$ cat config.mk
export PLATFORM = sky130hd
export DESIGN_NAME = midi_vel_router
export DESIGN_NICKNAME = d
export VERILOG_FILES = /design/src/rtl/midi_vel_router.sv
export SDC_FILE = /design/constraint.sdc
export NUM_CORES = 1
export LEC_CHECK = 0
export BUFFER_PORTS_ARGS = -buffer_cell sky130_fd_sc_hd__clkbuf_2
export CAP_MARGIN = 20
export CORE_ASPECT_RATIO = 0.6
export CORE_MARGIN = 1
export CORE_UTILIZATION = 42
export DETAILED_ROUTE_END_ITERATION = 8
export PLACE_DENSITY = 0.72
export RECOVER_POWER = 100
export SLEW_MARGIN = 15
export SYNTH_ARGS = -nofsm -noshare
export SYNTH_HDL_FRONTEND = slang
export SYNTH_SLANG_ARGS = --single-unit
$ cat constraint.sdc
create_clock -name Clk -period 3.9 [get_ports Clk]
set_clock_uncertainty 0.05 [all_clocks]
set_input_delay 0.585 -clock Clk [delete_from_list [all_inputs] [get_ports Clk]]
set_output_delay 0.585 -clock Clk [all_outputs]
set_load 0.02 [all_outputs]
$ cat src/rtl/midi_vel_router.sv
// midi_vel_router
//   Turns a MIDI velocity into a number of enabled stepper channels and gates
//   the FM step clock onto them. Enable changes are applied only while FM_in
//   is low, so a step pulse is never cut short. If FM_in stays high too long,
//   the change is forced through after HOLD_MAX edges.
//
//   Optional feature: define MIDI_VEL_ROTATE_EN to rotate the first enabled
//   channel each time the router wakes up from zero active channels. Without
//   it, channels 0..K-1 are used.
//
// Ports
//   Clk         in   system clock, rising edge
//   Reset       in   synchronous active-high reset
//   velocity    in   [7:0] 0 = off, 1..127 = volume, 128..255 = invalid
//   FM_in       in   step clock from the FM generator
//   Ch          out  [NUM_CH-1:0] FM_in gated by the registered channel enables
//   ActiveCount out  [3:0] number of channels enabled
//   Invalid     out  velocity[7] as sampled on the previous edge
//   Forced      out  one-cycle pulse after an update applied by timeout
module midi_vel_router #(
  parameter int NUM_CH   = 4,
  parameter int HOLD_MAX = 1024
) (
  input  logic              Clk,
  input  logic              Reset,
  input  logic [7:0]        velocity,
  input  logic              FM_in,
  output logic [NUM_CH-1:0] Ch,
  output logic [3:0]        ActiveCount,
  output logic              Invalid,
  output logic              Forced
);

  localparam logic [15:0] HOLD_LAST = 16'(HOLD_MAX - 1);

  logic [3:0]        active_q, active_d;
  logic [2:0]        base_q, base_d;
  logic [15:0]       hold_q, hold_d;
  logic [NUM_CH-1:0] en_q, en_d;
  logic              invalid_q, invalid_d;
  logic              forced_q, forced_d;

  logic [10:0] prod;
  logic [3:0]  k_val;
  logic        apply;
  logic [3:0]  rel;

  // Full product width is kept; 127 * 8 still fits in 11 bits.
  assign prod  = 11'(velocity[6:0]) * 11'(NUM_CH);
  assign k_val = (velocity == 8'd0) ? 4'd0 : 4'(prod >> 7) + 4'd1;

  always_comb begin
    active_d  = active_q;
    base_d    = base_q;
    hold_d    = hold_q;
    en_d      = en_q;
    invalid_d = velocity[7];
    forced_d  = 1'b0;
    apply     = 1'b0;
    rel       = 4'd0;

    // Invalid velocity freezes everything except the Invalid flag.
    if (!velocity[7]) begin
      if (k_val == active_q) begin
        hold_d = 16'd0;
      end else if (!FM_in) begin
        apply = 1'b1;
      end else if (hold_q >= HOLD_LAST) begin
        apply    = 1'b1;
        forced_d = 1'b1;
      end else begin
        hold_d = hold_q + 16'd1;
      end

      if (apply) begin
        hold_d   = 16'd0;
        active_d = k_val;
`ifdef MIDI_VEL_ROTATE_EN
        // Waking from zero: k_val is nonzero here since it differs from 0.
        if (active_q == 4'd0) begin
          base_d = (base_q == 3'(NUM_CH - 1)) ? 3'd0 : base_q + 3'd1;
        end
`endif
        // Channel i is on when its distance past base is below the count.
        for (int i = 0; i < NUM_CH; i++) begin
          if (4'(i) >= {1'b0, base_d}) rel = 4'(i) - {1'b0, base_d};
          else                         rel = 4'(i + NUM_CH) - {1'b0, base_d};
          en_d[i] = (rel < active_d);
        end
      end
    end
  end

  always_ff @(posedge Clk) begin
    if (Reset) begin
      active_q  <= 4'd0;
      base_q    <= 3'd0;
      hold_q    <= 16'd0;
      en_q      <= '0;
      invalid_q <= 1'b0;
      forced_q  <= 1'b0;
    end else begin
      active_q  <= active_d;
      base_q    <= base_d;
      hold_q    <= hold_d;
      en_q      <= en_d;
      invalid_q <= invalid_d;
      forced_q  <= forced_d;
    end
  end

  assign Ch          = {NUM_CH{FM_in}} & en_q;
  assign ActiveCount = active_q;
  assign Invalid     = invalid_q;
  assign Forced      = forced_q;

endmodule

==> key figures <==
Outcome
  – Outcome: completed

Synthesis
  – Post-synthesis sequential area ratio: between 30% and 40%
  – Cell variety after synth: 34
  – Synth warn: 0
  – Average cell area after synthesis: 8.923 um2
  – Post-synth EDFFs: 0
  – Synth top area cells: dfxtp_1 39%, and2_1 7.2%, nand2_1 4.6%
  – Synth Register Bits: 24
  – Post-Synthesis Net Count: ~150
  – Post-synthesis cell count: 137
  – Most common flop cell mapped by yosys: dfxtp_1
  – Syn Std Cell Area: 0.001222 mm2
  – Cell taking the most area after synthesis: dfxtp_1
  – Asr flop ratio synth: 0%
  – Yosys top cell area share: 39.30%

Route
  – Final wirelength: 2.661 mm
  – Routed Antenna Nets: 0
  – Vias per cell: 5.602
  – Routed len/inst: 14.31 um
  – Routed via count: 1,042
  – DR pass1 iterations: 4
  – Iter 0 DRT Violations: 58
  – DRC viols: 0

Timing
  – Final worst path period share: 73.25%
  – RSZ-0062 raised after global routing: no
  – Setup TNS: 0 ns
  – Final count of hold timing violations: 0
  – Fmax: 0.3500 GHz
  – Tmin final: between 2 and 3 ns
  – Final worst slack: 1.043 ns
  – Fin. max-slew vios: 0
  – Endpoints failing setup: 0
  – Worst Max-Slew Pin Slew: 1.288 ns
  – Slew HR: a little under an eighth

CTS
  – Post-cts resize count: 0
  – Maximum clock path buffer count: 2
  – Post-CTS Setup Repair Bufs: 0
  – CTS tree: yes
  – Htree depth: 1
  – Clk sinks: 24
  – CTS root buffer: clkbuf_8
  – CTS Hold Buffers Added: 0
  – Clk pin slew, worst setup/hold paths: 0.08 ns
  – Worst-Skew Late Latency: 0.27 ns
  – CTS Buf Count: 3

Setup path
  – WP data required: between 4 and 5 ns
  – Critical Path Source Type: input port
  – Reg2Reg Depth: 5
  – Cell family with most CP delay: multiplexers
  – Critical register-to-register path startpoint: en_q[3]
  – CP max stage cell: mux2i_1
  – Critical path buffer and inverter count: 2
  – Largest stage delay on the critical path: 1.00 ns
  – CP Cell Sequence: clkbuf_1 -> inv_1 -> ha_1 -> xor2_1 -> nor3b_1 -> mux2i_1 -> a41oi_1 -> o21ai_0
  – Worst flop-to-flop path endpoint: hold_q[8]
  – Critical path class: input port to flip-flop
  – Critical path arrival: 3.00 ns
  – Crit-path max FO: 15
  – Reg2Reg Setup Slack: 1.54 ns
  – CP Launch Point: velocity[5]
  – Crit end category: flip-flop

Global route
  – Antenna violations before repair: 0
  – Global-route wire length before repair: 4.360 mm
  – Pin count of the biggest net entering global routing: 18
  – Vias in the first global route: 911
  – Total Routing Usage GR: between 10% and 20%
  – GRT overflow: 0

Place
  – Placed cells: about 180
  – Dpl ws: 1.439 ns
  – Dpl hpwl: 1.898 mm
  – Gpl congestion: 0.8106
  – I/O Buffers: 19

Floorplanning
  – Core Area: 0.002628 mm2
  – Row count: 14
  – Initial Util: 46.52%
  – DIE HEIGHT: 43.79 um
  – Die Wd: 71.65 um
  – Die Area: 0.003138 mm2
  – I/O Pins: 21

Finish
  – Final #Nets: 170
  – Most frequent cells in the layout: 24 x dfxtp_1, 15 x nand2_1, 11 x clkbuf_1
  – Post-layout util: roughly half
  – Area growth syn-to-layout: 9.519%
  – ANT cells: 0
  – Final instance count without filler cells: 186
  – # fillers: 264
  – Commonest non-fill, non-tap cell in the layout: dfxtp_1
  – Layout cells sized above 1: 12.34%

Worst hold path
  – Hold endpoint: hold_q[10]
  – Hold Path Depth: 1
  – Hold Crit Start: hold_q[10]
  – Hold Crit Class: flip-flop to flip-flop

Run
  – Max cap viols: 0

Pwr
  – PD cells: 356.6 mW/mm2
  – Maximum VDD drop: 0.2093 mV
  – Leakage: around 0.52 nW
## area by class of cell
type | count | area, um2 | share of cell area (%)
clock buffers | 4 | 55.05 | 4.112
flip-flops and latches | 24 | 480.5 | 35.89
repair buffers | 20 | 88.84 | 6.636
multi-input cells | 100 | 651.9 | 48.69
inverters | 6 | 22.52 | 1.682
well taps | 32 | 40.04 | 2.991
## routing by layer
metal  track usage [%]  wire (um)
met1             27.43       1359
met2             26.04       1159
met3             4.651        110
met4             5.098         32
met5                 0          0
## kinds of logic (layout without fill, tap and decap cells)
family / Yosys count / after routing / synth area share (%)
AND/OR/NAND/NOR: 64 / 64 / 30.30
AO/OA/AOI/OAI: 24 / 24 / 13.92
flip-flops: 24 / 24 / 39.30
buffers and inverters: 13 / 30 / 5.527
adder cells (fa/ha/maj): 4 / 4 / 4.094
multiplexers: 4 / 4 / 4.401
XOR/XNOR: 3 / 3 / 2.150
other: 1 / 1 / 0.3068
## metrics by stage
| stage | area, um2 | total power, mW | hold WS, ns |
|---|---|---|---|
| 2_1_floorplan | 1222 | 0.3030 | 0.3808 |
| 3_3_place_gp | 1320 | 0.3168 | 0.3928 |
| 3_5_place_dp | 1320 | 0.3185 | 0.3993 |
| 4_1_cts | 1375 | 0.4849 | 0.4216 |
| 5_1_grt | 1339 | 0.4987 | 0.4593 |
| 6_report | 1339 | 0.4775 | 0.4223 |
## Yosys cell counts, drive strengths merged, types with 4 or more instances
master  number
nand2       15
dfxtp       24
and2        14
nand3        7
ha           4
o21ai        6
a21oi        6
inv          6
nor2         9
buf          4
nor3         5
nand4        6
## worst max path at each step
stage / endpoint / slack [ns] / cells after the start
after detailed placement: hold_q[2] / 1.44 / 8
final: hold_q[8] / 1.04 / 8
after global routing: hold_q[8] / 0.84 / 8
after floorplan: en_q[2] / 1.77 / 8
after CTS: hold_q[2] / 1.69 / 8
after global placement: hold_q[2] / 1.57 / 8
## state kept, by name (all words and copies together) (netlist names)
name and cells:
hold_q 16, Invalid 1, en_q 4, Forced 1, ActiveCount 2
## where the power goes
group / switching [mW] / internal (mW)
Combinational: 0.0374 / 0.0185
Clock: 0.0773 / 0.0901
Sequential: 0.00381 / 0.250
No activity file was read; power rests on OpenSTA's default activity.
